## config.mk

```make
export PLATFORM = sky130hd
export DESIGN_NAME = adsr_envelope
export DESIGN_NICKNAME = d
export VERILOG_FILES = /design/src/rtl/adsr_pkg.sv /design/src/rtl/adsr_scale.sv /design/src/rtl/adsr_envelope.sv
export SDC_FILE = /design/constraint.sdc
export NUM_CORES = 1
export LEC_CHECK = 0
export ABC_AREA = 1
export BUFFER_PORTS_ARGS = -buffer_cell sky130_fd_sc_hd__buf_4
export CORE_MARGIN = 8
export CORE_UTILIZATION = 45
export CTS_CLUSTER_SIZE = 10
export DETAILED_ROUTE_END_ITERATION = 6
export GPL_TIMING_DRIVEN = 0
export PLACE_DENSITY = 0.68
export SLEW_MARGIN = 0
export SYNTH_ARGS = -nofsm -noshare
export SYNTH_HDL_FRONTEND = slang
export SYNTH_SLANG_ARGS = --single-unit
```

## constraint.sdc

```tcl
create_clock -name clk_i -period 9.1 [get_ports clk_i]
set_input_delay 0 -clock clk_i [delete_from_list [all_inputs] [get_ports clk_i]]
set_output_delay 0 -clock clk_i [all_outputs]
set_load 0.03 [all_outputs]
```

## src/rtl/adsr_pkg.sv

```systemverilog
// Shared types for the ADSR envelope: state encodings visible on state_o.
package adsr_pkg;

  typedef enum logic [2:0] {
    ADSR_IDLE    = 3'd0,
    ADSR_ATTACK  = 3'd1,
    ADSR_DECAY   = 3'd2,
    ADSR_SUSTAIN = 3'd3,
    ADSR_RELEASE = 3'd4
  } adsr_state_e;

endpackage : adsr_pkg

```

## src/rtl/adsr_scale.sv

```systemverilog
// Combinational gain stage: signed sample times unsigned level, floor-shifted
// back down by the level width and truncated to the sample width.
module adsr_scale #(
  parameter int width_p     = 12,
  parameter int env_width_p = 8
) (
  input  logic signed [width_p-1:0]     sample,
  input  logic        [env_width_p-1:0] level,
  output logic signed [width_p-1:0]     scaled
);

  logic signed [width_p+env_width_p:0] product;
  logic                                unused_bits;

  // Zero-extending the level keeps it non-negative inside the signed multiply.
  assign product     = sample * $signed({1'b0, level});
  assign scaled      = product[env_width_p +: width_p];
  assign unused_bits = ^{product[env_width_p-1:0], product[width_p+env_width_p]};

endmodule : adsr_scale

```

## src/rtl/adsr_envelope.sv

```systemverilog
// ADSR amplitude envelope applied to a sample stream, with one output register
// and pass-through backpressure; the envelope advances once per accepted sample.
module adsr_envelope
  import adsr_pkg::*;
#(
  parameter int width_p         = 12,
  parameter int env_width_p     = 8,
  parameter int attack_step_p   = 4,
  parameter int decay_step_p    = 1,
  parameter int sustain_level_p = 192,
  parameter int release_step_p  = 2
) (
  input  logic                      clk_i,
  input  logic                      reset_i,
  input  logic                      gate_i,
  input  logic signed [width_p-1:0] data_i,
  input  logic                      valid_i,
  output logic                      ready_o,
  output logic signed [width_p-1:0] data_o,
  output logic                      valid_o,
  input  logic                      ready_i,
  output logic [2:0]                state_o,
  output logic [env_width_p-1:0]    level_o
);

  // Handshake: a beat transfers on a cycle where valid and ready are both high;
  // valid/data hold while the consumer stalls, and ready is ~valid_o | ready_i.

  typedef logic signed [env_width_p+1:0] wide_t;

  localparam wide_t max_w     = wide_t'((1 << env_width_p) - 1);
  localparam wide_t attack_w  = wide_t'(attack_step_p);
  localparam wide_t decay_w   = wide_t'(decay_step_p);
  localparam wide_t sustain_w = wide_t'(sustain_level_p);
  localparam wide_t release_w = wide_t'(release_step_p);
  localparam logic [env_width_p-1:0] sustain_lvl = env_width_p'(sustain_level_p);

  adsr_state_e                   state_q;
  logic        [env_width_p-1:0] level_q;
  logic signed [width_p-1:0]     data_q;
  logic                          valid_q;
  logic signed [width_p-1:0]     scaled;
  logic                          accept;
  wide_t                         level_w;
  wide_t                         attack_sum;
  wide_t                         decay_diff;
  wide_t                         release_diff;

  adsr_scale #(
    .width_p    (width_p),
    .env_width_p(env_width_p)
  ) u_scale (
    .sample(data_i),
    .level (level_q),
    .scaled(scaled)
  );

  assign ready_o = ~valid_q | ready_i;
  assign accept  = valid_i & ready_o;

  // Two guard bits so overshoot and underflow are seen before clamping.
  assign level_w      = {2'b00, level_q};
  assign attack_sum   = level_w + attack_w;
  assign decay_diff   = level_w - decay_w;
  assign release_diff = level_w - release_w;

  always_ff @(posedge clk_i) begin
    if (reset_i) begin
      state_q <= ADSR_IDLE;
      level_q <= '0;
      data_q  <= '0;
      valid_q <= 1'b0;
    end else if (accept) begin
      data_q  <= scaled;
      valid_q <= 1'b1;
      case (state_q)
        ADSR_IDLE: begin
          level_q <= '0;
          if (gate_i) state_q <= ADSR_ATTACK;
        end
        ADSR_ATTACK: begin
          if (!gate_i) begin
            state_q <= ADSR_RELEASE;
          end else if (attack_sum >= max_w) begin
            level_q <= '1;
            state_q <= ADSR_DECAY;
          end else begin
            level_q <= attack_sum[env_width_p-1:0];
          end
        end
        ADSR_DECAY: begin
          if (!gate_i) begin
            state_q <= ADSR_RELEASE;
          end else if (decay_diff <= sustain_w) begin
            level_q <= sustain_lvl;
            state_q <= ADSR_SUSTAIN;
          end else begin
            level_q <= decay_diff[env_width_p-1:0];
          end
        end
        ADSR_SUSTAIN: begin
          if (!gate_i) state_q <= ADSR_RELEASE;
        end
        ADSR_RELEASE: begin
          if (gate_i) begin
            state_q <= ADSR_ATTACK;
          end else if (release_diff <= wide_t'(0)) begin
            level_q <= '0;
            state_q <= ADSR_IDLE;
          end else begin
            level_q <= release_diff[env_width_p-1:0];
          end
        end
        default: begin
          state_q <= ADSR_IDLE;
          level_q <= '0;
        end
      endcase
    end else if (ready_i) begin
      valid_q <= 1'b0;
    end
  end

  assign data_o  = data_q;
  assign valid_o = valid_q;
  assign state_o = state_q;
  assign level_o = level_q;

endmodule : adsr_envelope

```

# After elaboration in Yosys (flattened, before gate mapping)
# Index checks and enable logic that the tools add are counted.
[totals] elab_cells=49 out_inout_bits=25 regBits=24 in_bits=17
[op_classes] mux=18 bitwise_logic=4 order_cmp=3 addsub=3 eq_ne=12 n_reduce_logical=4 mul=1
[op_table] operator="$mux W8" count=6
[op_table] operator="$pmux W8 S4" count=1
[op_table] operator="$mux W3" count=8
[op_table] operator="$mul A12 B9 Y20" count=1
[op_table] operator="$pmux W3 S5" count=1
[op_table] operator="$ne A2 B2 Y1 const B" count=5
[op_table] operator="$add A8 B3 Y9 const B" count=1
[op_table] operator="$ge A9 B8 Y1 const B" count=1
[op_table] operator="$le A9 B1 Y1 const B" count=1
[op_table] operator="$le A9 B9 Y1 const B" count=1
[op_table] operator="$ne A3 B3 Y1 const B" count=3
[op_table] operator="$sub A8 B1 Y9 const B" count=1
[op_table] operator="$sub A8 B2 Y9 const B" count=1
[op_table] operator="$eq A3 B2 Y1 const B" count=2
[op_table] operator="$reduce_and A6 Y1" count=1
[op_table] operator="$reduce_and A5 Y1" count=1
[op_table] operator="$eq A3 B1 Y1 const B" count=1
[op_table] operator="$eq A3 B3 Y1 const B" count=1
[op_table] operator="$logic_not A3 Y1" count=1
[op_table] operator="$mux W1" count=2
[op_table] operator="$not A1 Y1" count=2
[op_table] operator="$reduce_bool A2 Y1" count=1
[op_table] operator="$and A1 B1 Y1" count=1
[op_table] operator="$or A1 B1 Y1" count=1

# Longest topological paths before layout
[logic_depth] depth_word=5 ltp_mapped=25

# Modules after synthesis
# A second synthesis with hierarchy kept.
[unflattened] hier_cells=809 area_unflattened_um2=5421.4
[modules_own_cells] mod="adsr_scale" cells_each=515 area_each_um2=3593.4 instances=1 seq_area_each_um2=0.0
[modules_own_cells] mod="adsr_envelope" cells_each=294 area_each_um2=1828.0 instances=1 seq_area_each_um2=480.5

# Least setup slack after synthesis
# No wires, ideal clock.
[synth_timing] kind="reg-to-reg" startpoint="register level_q[5] (netlist: level_o[5])" endpoint="register data_q[8] (netlist: data_o[8])" t_arrival_ps=4509 setup_slack_ps=4482 path_buffers=2 setup_time_ps=109 synth_period_minus_slack_ps=4618 stages_incl_launch_ff=20 path_cell_list="dfxtp_1 buf_4 clkbuf_1 nand2_1 fa_1 inv_1 fa_1 fa_1 inv_1 fa_1 inv_1 ha_1 a21oi_1 o21ai_0 a211oi_1 nand2_1 nand2_1 nand3_1 nand2_1 inv_1"
[synth_via] elab_chain_cells=1
[synth_rtl] item="start: declaration" line_no="adsr_envelope.sv:39" source="logic [env_width_p-1:0] level_q;"
[synth_rtl] item="start signal: assignment" line_no="adsr_envelope.sv:88" source="level_q <= attack_sum[env_width_p-1:0];"
[synth_rtl] item="start signal: assignment" line_no="adsr_envelope.sv:95" source="level_q <= sustain_lvl;"
[synth_rtl] item="start signal: assignment" line_no="adsr_envelope.sv:98" source="level_q <= decay_diff[env_width_p-1:0];"
[synth_rtl] item="$mul A12 B9 Y20" line_no="adsr_scale.sv:16" source="assign product = sample * $signed({1'b0, level});"
[synth_rtl] item="end signal: assignment" line_no="adsr_envelope.sv:74" source="data_q <= scaled;"
[synth_rtl] item="end: declaration" line_no="adsr_envelope.sv:40" source="logic signed [width_p-1:0] data_q;"
# Every way passes these cells.
# A chain may end at the register's enable or synchronous reset.

# Final worst setup path
[layout_timing] startpoint="register level_q[4] (netlist: level_o[4])" endpoint="register data_q[8] (netlist: data_o[8])"
# Same word-level chain as after synthesis.

==> impl_metrics.json <==
{
  "grt_usage": 0.1712,
  "postCtsResizedCells": 0,
  "grt_pass1_vias": 4791,
  "postLayoutCoreUtil": 0.4965,
  "powerDensity_nw_per_um2": 98.36,
  "yosys_warnings": 0,
  "die_area_sq_um": 15630,
  "timing.final.ws_setup_ns": 3.955,
  "cts_root_buffer": "clkbuf_16",
  "cts_setup_buffers": 0,
  "place.detailed.hpwl_mm": 10.63,
  "portBuffers": 30,
  "skew_ns": 0.002465,
  "rows": 40,
  "min_period_ns": 5.145,
  "die_w_um": 125.0,
  "area_growth_pct": 9.612,
  "clock_sinks": 24,
  "r2r_slack_ns": 3.96,
  "synthesis.area_sq_um": 5350,
  "switching_share": 0.4476,
  "antenna_found_initial": 0,
  "outcome": "finished, final reports clean",
  "via_count": 4747,
  "synth-seq-cells": 24,
  "grt_pass1_wl_mm": 22.65,
  "holdPathEnd": "valid_o$_SDFFE_PP0P_",
  "cp_cell_sequence": "buf_6 -> clkbuf_1 -> nand2_1 -> fa_1 -> inv_1 -> fa_1 -> fa_1 -> inv_1 -> fa_1 -> inv_1 -> ha_1 -> a21oi_1 -> o21ai_0 -> a211oi_1 -> nand2_1 -> nand2_1 -> nand3_1 -> nand2_1 -> inv_1",
  "hold_violations": 0,
  "gp_congestion": 0.8877,
  "crit_path_start_kind": "register",
  "synth_area_leaders": "fa_1 28%, nand2_1 14%, inv_1 13%",
  "io_pins": 42,
  "hp-class": "primary input to register",
  "worstPathArrival_ns": 5.31,
  "pre_cts_slack_ns": 3.999,
  "diodes": 0,
  "coreArea_sq_um": 11810,
  "drc": 0,
  "dr.first_iter.drc_count": 325,
  "syn_area_per_cell_sq_um": 6.877,
  "path_clk_slew_ns": 0.06,
  "worstPathRequired_ns": 9.26,
  "cts_tree": "built",
  "critical_path.slowest_cell": "fa_1",
  "fin_crit_sh": 0.5654,
  "cts-buffers-inserted": 3,
  "wire_per_inst_um": 13.05,
  "reg2reg_depth": 19,
  "drv_slew": 0,
  "vdd_drop_max_uv": 73.90,
  "start_util": 0.4530,
  "endpoint_kind": "register",
  "criticalPathCategory": "register to register",
  "setup_viol": 0,
  "rsz0062_at_grt": "false",
  "place_area_sq_um": 5759,
  "worst_slew_pin_slew_ns": 0.5906,
  "worst_hold_path.num_cells": 4,
  "viasPerCell": 4.950,
  "fin_area_sq_um": 5864,
  "slew_headroom": 0.6063,
  "fmax_ghz": 0.1944,
  "worstPathMaxFanout": 10,
  "drv_cap": 0,
  "seq_area_frac_synth": 0.08980,
  "setup_tns_ns": 0,
  "p_sw_uw": 258.2,
  "clkPwrFrac": 0.218,
  "die_y_um": 125.0,
  "detail-route-antenna-nets": 0,
  "min_from": "ready_i",
  "slowest_delay_ns": 0.54,
  "regToRegStartpoint": "level_o[4]$_SDFFE_PP0P_",
  "timing.rr.end": "data_o[8]$_SDFFE_PP0P_",
  "grt-ovfl-total": 0,
  "cts_buffer_depth": 2,
  "hold_ws_ns": 0.05383,
  "drt-total-wl_mm": 12.51,
  "nets": 950,
  "firstDrtPassIters": 5,
  "p_comb_frac": 0.563,
  "leakage_uw": 0.003525,
  "clock_latency_ns": 0.26,
  "yosysTopAreaCell": "fa_1",
  "synthDistinctLibCells": 40,
  "final_layout_size_suffix_gt1_frac": 0.09113,
  "synth_top_cell_area_share": 0.2806,
  "synth_fp_nets": 915,
  "cts_max_level": 1,
  "p_seq_frac": 0.218,
  "grt_max_degree": 15,
  "internal_power_uw": 318.7,
  "netlist_instances": 778,
  "cts_hold_buffers": 0
}
-- critical path, delay by kind of cell (launching register included) --
| family | cells | cell delay (ns) |
|---|---|---|
| AO/OA/AOI/OAI | 3 | 0.73 |
| AND/OR/NAND/NOR | 5 | 0.48 |
| flip-flops | 1 | 0.51 |
| buffers and inverters | 6 | 0.86 |
| adder cells (fa/ha/maj) | 5 | 2.44 |
-- power groups by stage --
stage	registers, uW	logic (uW)	clock network, uW
floorplan	147	227	0
CTS	126	329	129
global route	128	376	133
finish	126	325	126
detailed placement	129	328	0
global placement	129	323	0
-- how the worst max path moves through the flow --
stage / slack [ns] / to / cells past startpoint / from
global placement: 3.99 / data_o[8]$_SDFFE_PP0P_ / 19 / level_o[4]$_SDFFE_PP0P_
CTS: 3.96 / data_o[8]$_SDFFE_PP0P_ / 19 / level_o[4]$_SDFFE_PP0P_
detailed placement: 4.00 / data_o[8]$_SDFFE_PP0P_ / 19 / level_o[4]$_SDFFE_PP0P_
floorplan: 4.48 / data_o[8]$_SDFFE_PP0P_ / 19 / level_o[5]$_SDFFE_PP0P_
finish: 3.96 / data_o[8]$_SDFFE_PP0P_ / 19 / level_o[4]$_SDFFE_PP0P_
global route: 3.65 / data_o[8]$_SDFFE_PP0P_ / 19 / level_o[4]$_SDFFE_PP0P_
-- cell type report --
type / count / area [sq um]
repair buffers: 30 / 225.2
multi-input cells: 532 / 4005
fillers: 1251 / 5947
well taps: 147 / 183.9
clock inverters: 1 / 30.03
inverters: 194 / 729.5
plain buffers: 28 / 135.1
clock buffers: 3 / 75.07
flip-flops and latches: 24 / 480.5
-- cell usage after synthesis (all sizes together) --
| library cell | count |
|---|---|
| nand4 | 7 |
| o211ai | 2 |
| buf | 13 |
| nor4 | 1 |
| o21ai | 21 |
| xor2 | 11 |
| a21oi | 30 |
| and3 | 1 |
| clkbuf | 15 |
| a21o | 3 |
| nand3b | 4 |
| nor3 | 2 |
| a211oi | 2 |
| ha | 45 |
| nand3 | 46 |
| or2 | 1 |
| dfxtp | 24 |
| clkinv | 1 |
| inv | 193 |
| fa | 75 |
| nand2 | 210 |
| nor2 | 62 |
| xnor2 | 6 |
| o21bai | 3 |
-- per-stage QoR --
stage / instances / power, uW
final: 959 / 576.8
after global routing: 959 / 637.6
after CTS: 959 / 584.6
after detailed placement: 955 / 456.4
after global placement: 955 / 452.1
after floorplan: 778 / 374.0
-- layer usage --
layer	vias to the layer above	track usage	part of all wire
met3	17	0.01317	0.032
met1	2265	0.2209	0.46
met2	95	0.3058	0.50
met4	0	0.03582	0.016
li1	2370	-	-
met5	-	0	0
-- logic make-up after synthesis --
| kind of cell | after synthesis | synth area share |
|---|---|---|
| xor+xnor | 17 | 0.02783 |
| fa+ha+maj | 120 | 0.3859 |
| compound gates | 61 | 0.06478 |
| buf+inv | 222 | 0.1616 |
| flops | 24 | 0.08980 |
| simple gates | 334 | 0.2701 |
-- placed cells by master, fill, tap and decap left out, types with 8 or more instances in the layout --
cell type	instances
a21oi_1	29
xor2_1	11
dfxtp_1	24
inv_1	191
fa_1	75
clkbuf_1	12
ha_1	45
o21ai_0	20
buf_4	31
nand3_1	42
nand2_1	204
nor2_1	53
nor2_2	8
-- sequential cells by signal (all words and copies together), names as in the netlist --
register,count
data_o,12
valid_o,1
state_o,3
level_o,8
No activity file was read; power rests on OpenSTA's default activity.
